File: src/rtl/sys_psum_deskew_if.sv
// Row-stream bundle between the systolic array bottom edge, the deskew
// collector and the downstream row consumer.
interface sys_psum_deskew_if #(
   parameter int SYS_COL    = 16,
   parameter int DATA_WIDTH = 16
);
   localparam int PSUM_WIDTH = 2 * DATA_WIDTH;

   logic [SYS_COL-1:0]                  en_in;
   logic [0:SYS_COL-1][PSUM_WIDTH-1:0]  psum_in;
   logic                                out_valid;
   logic                                out_ready;
   logic [0:SYS_COL-1][PSUM_WIDTH-1:0]  out_data;

   modport master (
      output en_in, psum_in, out_ready,
      input  out_valid, out_data
   );

   modport slave (
      input  en_in, psum_in, out_ready,
      output out_valid, out_data
   );
endinterface

File: src/rtl/sys_psum_deskew.sv
// Output-side collector for the weight-stationary systolic array: realigns
// the skewed per-column psum streams into whole rows, buffers them in a
// small first-word-fall-through FIFO and hands them out on valid/ready.
// The array never stalls, so a row arriving on a full FIFO is dropped.
module sys_psum_deskew #(
   parameter int SYS_COL    = 16,
   parameter int DATA_WIDTH = 16,
   parameter int FIFO_DEPTH = 4
) (
   input  logic                        clk,
   input  logic                        rstn,
   sys_psum_deskew_if.slave            bus,
   output logic [$clog2(FIFO_DEPTH):0] fifo_count,
   output logic                        overflow,
   output logic                        skew_err,
   input  logic                        clr_flags
);
   localparam int PSUM_WIDTH = 2 * DATA_WIDTH;
   localparam int PTR_W      = $clog2(FIFO_DEPTH);
   localparam int CNT_W      = PTR_W + 1;

   typedef logic [0:SYS_COL-1][PSUM_WIDTH-1:0] row_t;

   logic [SYS_COL-1:0] al_v;
   row_t               al_d;

   // Column j is delayed SYS_COL-1-j cycles so all columns of a row meet
   // in the same cycle as the last column.
   for (genvar j = 0; j < SYS_COL; j++) begin : g_col
      localparam int D = SYS_COL - 1 - j;
      if (D == 0) begin : g_pass
         assign al_v[j] = bus.en_in[j];
         assign al_d[j] = bus.psum_in[j];
      end else begin : g_dly
         logic [D-1:0]                  v_q;
         logic [D:0]                    v_chain;
         logic [D-1:0][PSUM_WIDTH-1:0]  d_q;
         logic [D:0][PSUM_WIDTH-1:0]    d_chain;

         // Chain vectors carry the live input in slot 0 so one shift
         // expression covers every delay length from 1 upward.
         assign v_chain = {v_q, bus.en_in[j]};
         assign d_chain = {d_q, bus.psum_in[j]};

         // Valid delay line, cleared by reset so no stale row survives.
         always_ff @(posedge clk or negedge rstn) begin
            if (!rstn) v_q <= '0;
            else       v_q <= v_chain[D-1:0];
         end

         // Data delay line follows valid; contents are don't-care when invalid.
         always_ff @(posedge clk) begin
            d_q <= d_chain[D-1:0];
         end

         assign al_v[j] = v_q[D-1];
         assign al_d[j] = d_q[D-1];
      end
   end

   row_t             mem [FIFO_DEPTH];
   logic [PTR_W-1:0] wr_ptr;
   logic [PTR_W-1:0] rd_ptr;
   logic [CNT_W-1:0] count;
   logic             all_v;
   logic             any_v;
   logic             pop;
   logic             push;
   logic             drop;
   logic             partial;

   assign all_v   = &al_v;
   assign any_v   = |al_v;
   assign pop     = bus.out_valid & bus.out_ready;
   // A full FIFO still accepts a row when the head leaves in the same cycle.
   assign push    = all_v & ((count < CNT_W'(FIFO_DEPTH)) | pop);
   assign drop    = all_v & ~push;
   assign partial = any_v & ~all_v;

   // FIFO bookkeeping and sticky error flags; a new event beats a clear.
   always_ff @(posedge clk or negedge rstn) begin
      if (!rstn) begin
         wr_ptr   <= '0;
         rd_ptr   <= '0;
         count    <= '0;
         overflow <= 1'b0;
         skew_err <= 1'b0;
      end else begin
         if (push) wr_ptr <= wr_ptr + PTR_W'(1);
         if (pop)  rd_ptr <= rd_ptr + PTR_W'(1);
         count    <= count + CNT_W'(push) - CNT_W'(pop);
         overflow <= drop    | (overflow & ~clr_flags);
         skew_err <= partial | (skew_err & ~clr_flags);
      end
   end

   // Row storage; when full with a pop, the write reuses the slot being read out.
   always_ff @(posedge clk) begin
      if (push) mem[wr_ptr] <= al_d;
   end

   assign bus.out_valid = (count != '0);
   assign bus.out_data  = bus.out_valid ? mem[rd_ptr] : '0;
   assign fifo_count    = count;
endmodule

File: src/flat_wrapper.sv
// flat-port wrapper written by rule: the top's interface ports become plain ports
module sys_psum_deskew_flat 
#(
   parameter int SYS_COL    = 16,
   parameter int DATA_WIDTH = 16,
   parameter int FIFO_DEPTH = 4
)
  (clk, rstn, fifo_count, overflow, skew_err, clr_flags, bus_en_in, bus_psum_in, bus_out_ready, bus_out_valid, bus_out_data);
  sys_psum_deskew_if #(.SYS_COL(SYS_COL), .DATA_WIDTH(DATA_WIDTH)) bus_i ();
  input  logic clk;
  input  logic rstn;
  output logic [$clog2(FIFO_DEPTH):0] fifo_count;
  output logic overflow;
  output logic skew_err;
  input  logic clr_flags;
  input wire logic [$bits(bus_i.en_in)-1:0] bus_en_in;
  input wire logic [$bits(bus_i.psum_in)-1:0] bus_psum_in;
  input wire logic [$bits(bus_i.out_ready)-1:0] bus_out_ready;
  output wire logic [$bits(bus_i.out_valid)-1:0] bus_out_valid;
  output wire logic [$bits(bus_i.out_data)-1:0] bus_out_data;
  assign bus_i.en_in = bus_en_in;
  assign bus_i.psum_in = bus_psum_in;
  assign bus_i.out_ready = bus_out_ready;
  assign bus_out_valid = bus_i.out_valid;
  assign bus_out_data = bus_i.out_data;
  sys_psum_deskew #(.SYS_COL(SYS_COL), .DATA_WIDTH(DATA_WIDTH), .FIFO_DEPTH(FIFO_DEPTH)) u_core (.clk(clk), .rstn(rstn), .bus(bus_i), .fifo_count(fifo_count), .overflow(overflow), .skew_err(skew_err), .clr_flags(clr_flags));
endmodule
File: config.mk
export PLATFORM = sky130hd
export DESIGN_NAME = sys_psum_deskew_flat
export DESIGN_NICKNAME = d
export VERILOG_FILES = /design/src/rtl/sys_psum_deskew_if.sv /design/src/rtl/sys_psum_deskew.sv /design/src/flat_wrapper.sv
export SDC_FILE = /design/constraint.sdc
export NUM_CORES = 2
export LEC_CHECK = 0
export BUFFER_PORTS_ARGS = -buffer_cell sky130_fd_sc_hd__buf_2
export CORE_MARGIN = 2
export CORE_UTILIZATION = 36
export DETAILED_ROUTE_END_ITERATION = 10
export PLACE_DENSITY = 0.57
export SLEW_MARGIN = 15
export SYNTH_ARGS = -nofsm -noshare
export SYNTH_HDL_FRONTEND = slang
export SYNTH_SLANG_ARGS = --single-unit
export TNS_END_PERCENT = 5
File: constraint.sdc
create_clock -name clk -period 19.3 [get_ports clk]
set_input_delay 0.965 -clock clk [delete_from_list [all_inputs] [get_ports clk]]
set_output_delay 0.965 -clock clk [all_outputs]
set_load 0.005 [all_outputs]
# Word level (Yosys, flattened, before mapping)
# Memory sizes are Yosys's and may differ from the RTL's.
# Cells that the tools add are included.
[word_totals]
ff_bits = 3969
ram_bits = 2048
in_bits = 532
output_inout_bits = 518
word_cells = 164
memories = 1
[memory_table]
columns = ["name", "words", "word_bits", "read_ports", "rd_ports_with_merged_regs", "wr", "line_no", "rtl"]
rows = [
  ["u_core.mem", 4, 512, 1, 0, 1, "sys_psum_deskew.sv:61", "row_t mem [FIFO_DEPTH];"],
]
[classes]
addsub = 4
order_cmp = 1
mux = 3
bitwise_logic = 12
reduce_logical = 3
[op_table]
columns = ["cell", "n"]
rows = [
  ["512-bit 2-to-1 mux", 1],
  ["16-bit AND reduction", 1],
  ["16-bit OR reduction", 1],
  ["1-bit bitwise AND", 6],
  ["2-bit by 1-bit adder with 2-bit output, second input constant", 2],
  ["3-bit by 1-bit adder with 3-bit output", 1],
  ["3-bit < comparator, second input constant", 1],
  ["1-bit NOT", 3],
  ["1-bit OR", 3],
  ["3-bit nonzero test", 1],
  ["3-bit by 1-bit subtractor with 3-bit output", 1],
  ["1-bit 2-to-1 mux", 2],
]

# Longest topological paths before layout
[depth]
ltp_word = 7
ltp_mapped = 9
mapped_depth_nobuf = 8

# Least setup slack after synthesis
# No wires, ideal clock.
[synth_timing]
path_type = "input port to flip-flop"
startpoint = "input port bus_en_in[15]"
endpoint = "memory u_core.mem[0][0] (netlist bit) (enable)"
setup_ns = 0.945
t_arrival_ns = 13.307
required_ns = 18.355
setup_slack_ns = 5.048
stages = 4
path_buffers = 0
path_cell_list = "nand4_1 nor4_2 a21boi_4 and2_1"
[synth_via]
elab_chain_cells = 4
[synth_lines]
columns = ["item", "line_no", "rtl"]
rows = [
  ["start, declared", "flat_wrapper.sv:16", "input wire logic [$bits(bus_i.en_in)-1:0] bus_en_in;"],
  ["16-bit AND reduction", "sys_psum_deskew.sv:72", "assign all_v = &al_v;"],
  ["1-bit bitwise AND", "sys_psum_deskew.sv:76", "assign push = all_v & ((count < CNT_W'(FIFO_DEPTH)) | pop);"],
  ["via u_core.push", "sys_psum_deskew.sv:68", "logic push;"],
  ["1-bit 2-to-1 mux", "sys_psum_deskew.sv:99", "if (push) mem[wr_ptr] <= al_d;"],
  ["1-bit 2-to-1 mux (implied by the code)", "sys_psum_deskew.sv:99", ""],
  ["end, declared", "sys_psum_deskew.sv:61", ""],
]
# The timed path passes the listed nets, and every way through them passes these cells.

# Final worst setup path
[layout_timing]
startpoint = "register u_core.rd_ptr[1]"
endpoint = "output port bus_out_data[251]"
[layout_via]
elab_chain_cells = 2
[layout_lines]
columns = ["item", "line_no", "rtl"]
rows = [
  ["start, declared", "sys_psum_deskew.sv:63", "logic [PTR_W-1:0] rd_ptr;"],
  ["start signal, assigned", "sys_psum_deskew.sv:90", "if (pop) rd_ptr <= rd_ptr + PTR_W'(1);"],
  ["memory 4 x 512 bit", "n/a", ""],
  ["512-bit 2-to-1 mux", "sys_psum_deskew.sv:103", "assign bus.out_data = bus.out_valid ? mem[rd_ptr] : '0;"],
  ["end, declared", "flat_wrapper.sv:20", "output wire logic [$bits(bus_i.out_data)-1:0] bus_out_data;"],
]
# No other way between the ends.

==> run_results.csv <==
group,metric,value,unit
drt,wl,302000,microns
final_layout,ff_latch_area,142000,sq um
flow_run,max-cap-violations,0,
sta,hold_violations,0,
power,cellLeakagePower,72.9,nW
clock_network,cts_buffers,584,
synth,yosys.area.top_type,"dfxtp_1",
power,power.density,149,nW/um^2
clock_network,cts_buffer_depth,4,
critical_path,cp_max_fo,62,
sta,slew_viol_final,0,
synth,yosys_warnings,0,
synth,syn-num-nets,7792,
power,vdd_drop_max,0.000133,V
synth,synth_top_area_share,48.7,%
critical_path,start_kind,"flip-flop",
clock_network,clk_latency,1.00,ns
floorplan,rows,243,
synth,synthCells,7253,
sta,fmax,141,MHz
placement,dpl.hpwl,190000,microns
final_layout,final_nets,9715,
synth,avgSynthCellArea,21.8,sq um
global_routing,grt_pass1_vias,67663,
drt,vias_per_cell,4.18,
critical_path,path_class,"flip-flop to output port",
final_layout,drive_gt1_share,26.2,%
sta,rsz0062_at_grt,"no",
clock_network,htreeDepth,6,
drt,num_vias,64794,
final_layout,finalCoreUtilization,44.3,%
drt,first_pass_iters,7,
synth,synth_edf_count,2048,
critical_path,arrival,6.14,ns
floorplan,initial_core_util,36.1,%
global_routing,grt_pass1_wl,439000,microns
final_layout,fillers,37112,
sta,post-route-min-period,7.11,ns
status,outcome,"completed",
floorplan,die_x,666,microns
critical_path,critPathRequiredTime,18.33,ns
clock_network,cts.sinks,6017,
synth,synthSimpleGateAreaFrac,2.10,%
synth,ys_async_sr_fraction,2.14,%
sta,final.setup_skew,0.0593,ns
synth,ys_types,23,
worst_hold_path,min_path_type,"primary input to flip-flop",
final_layout,area_growth,22.8,%
global_routing,grtUsageTotal,13.2,%
sta,holdWs,0.130,ns
drt,drc,0,
floorplan,pin_count,1050,
sta,relSlewSlack,21.0,%
global_routing,antenna_found_initial,158,
synth,yosys.area_share.adder,0.0603,%
final_layout,multiInputGateArea,15000,sq um
placement,port_buffers,1049,
clock_network,root_buffer,"clkbuf_16",
global_routing,grt_max_degree,127,
drt,wl_per_cell,19.5,microns
clock_network,cts.repair.resized,0,
floorplan,coreArea,437000,sq um
synth,synth_mux_area_share,7.32,%
synth,synth_seq_cells,6017,
drt,ant_nets,0,
synth,seq_area_frac_synth,89.8,%
clock_network,clkTransAtPathRegs,0.06,ns
drt,dr.first_iter.drc_count,4251,
sta,tightest_slew,1.19,ns
clock_network,post-cts-setup-buffers,0,
sta,min_period_over_period,36.8,%
synth,synth.top_cells.by_area,"dfxtp_1 (49%), edfxtp_1 (39%), mux4_2 (7.3%), and2_1 (2.1%), dfrtp_1 (2.0%)",
floorplan,dieArea,444000,sq um
placement,gp_congestion,0.784,
global_routing,grt-ovfl-total,0,
synth,synth_top_family_by_area,"multiplexers",
synth,synth_compound_gate_area_share,0.0285,%
synth,ys.flop_type,"dfxtp_1",
synth,synthesis.area,158000,sq um
floorplan,die_h,666,microns
critical_path,crit_path_end_kind,"output port",
clock_network,cts_tree,"built",
clock_network,cts-hold-fix-buffers,403,
sta,setup_viol,0,
synth,synthXorXnorAreaFrac,0.0278,%
sta,finalSetupTns,0,ns
==> flip-flops by register name, summed over array words and instances (netlist names) <==
| register | count |
|---|---|
| u_core.al_d | 448 |
| u_core.fifo_count | 3 |
| u_core.g_col.g_dly.d_chain | 3360 |
| u_core.g_col.g_dly.d_q | 32 |
| u_core.g_col.g_dly.v_q | 120 |
| u_core.mem | 2048 |
| u_core.overflow | 1 |
| u_core.rd_ptr | 2 |
| u_core.skew_err | 1 |
| u_core.wr_ptr | 2 |
==> area by class of cell <==
cell class,count,share of cell area [%]
Sequential cell,6017,73.1
Clock buffer,843,8.80
Multi-Input combinational cell,1057,7.77
Timing Repair Buffer,1508,5.06
Tap cell,5757,3.72
Clock inverter,241,1.49
Antenna cell,62,0.0801
Inverter,8,0.0155
==> metal layers <==
metal  track usage [%]  part of all wire [%]  vias up
met1              15.2                    39    32309
met3              3.48                   6.2      769
met2              23.2                    51     1819
met5                 0                  0.11        -
met4              5.36                   4.0       50
li1                  -                     -    29847
==> placed cells by master (no fill, tap or decap), types with 2 or more instances in the layout <==
master,n
inv_8,3
xnor2_1,4
dfrtp_4,2
and2_1,513
inv_6,18
clkinv_4,8
dfxtp_1,3840
clkbuf_8,90
bufinv_16,29
clkinv_16,25
inv_1,9
clkinvlp_4,18
ha_1,6
buf_4,48
clkbuf_16,610
dfrtp_1,127
clkinv_8,7
diode_2,62
nand4_1,4
buf_12,8
clkinv_2,87
clkbuf_1,140
inv_16,9
mux4_2,512
nor4_1,4
edfxtp_1,2048
clkinv_1,35
dlygate4sd3_1,403
buf_2,1048
clkbuf_2,3
and2_4,4
==> cells by family after synthesis <==
| logic type | count (synthesis) |
|---|---|
| flops | 6017 |
| simple gates | 528 |
| mux | 513 |
| compound gates | 4 |
| xor+xnor | 5 |
| buf+inv | 179 |
| fa+ha+maj | 7 |
==> synthesized netlist by cell type, types with 4 or more instances <==
cell / instances
and2_1: 517
buf_2: 59
buf_6: 52
clkbuf_1: 60
dfrtp_1: 129
dfxtp_1: 3840
edfxtp_1: 2048
ha_1: 6
inv_1: 8
mux4_2: 512
nand4_1: 4
nor4_1: 4
xnor2_1: 4
==> where the power goes <==
group | switching, W | total, W | internal, W | leakage, nW
Clock | 0.00475 | 0.0114 | 0.00663 | 9.71
Combinational | 0.00189 | 0.00372 | 0.00182 | 10.9
Sequential | 0.000198 | 0.0137 | 0.0135 | 52.3
==> worst max-delay path, cell delays in order (launching register included) <==
cell     delay (ns)
dfrtp_4        0.87
buf_4          0.72
buf_4          0.82
buf_4          0.81
buf_4          0.86
mux4_2         0.42
and2_1         0.22
buf_2          0.14
==> through the flow <==
step	cell area [sq um]	std cells	setup slack, ns	total power, W
6_report	194000	15493	12.19	0.0288
5_1_grt	194000	15478	11.51	0.0300
4_1_cts	194000	15431	11.82	0.0293
3_5_place_dp	170000	13944	12.54	0.0178
3_3_place_gp	170000	13944	12.52	0.0177
2_1_floorplan	158000	7253	5.05	0.0161
==> path summary, 6_finish.rpt <==
path,startpoint,cells past startpoint,slack (ns),to
min reg2reg,u_core.g_col[5].g_dly.d_chain[117],0,0.28,u_core.g_col[5].g_dly.d_chain[149]
min,bus_psum_in[157],1,0.13,u_core.g_col[11].g_dly.d_chain[61]
max,u_core.rd_ptr[1],7,12.19,bus_out_data[251]
min in group asynchronous,rstn,2,0.65,u_core.fifo_count[0]
max reg2reg,u_core.g_col[11].g_dly.v_q[3],9,13.40,u_core.mem[3][418]
max in group asynchronous,rstn,3,17.36,u_core.g_col[9].g_dly.v_q[5]
(Power assumes the default switching activity.)
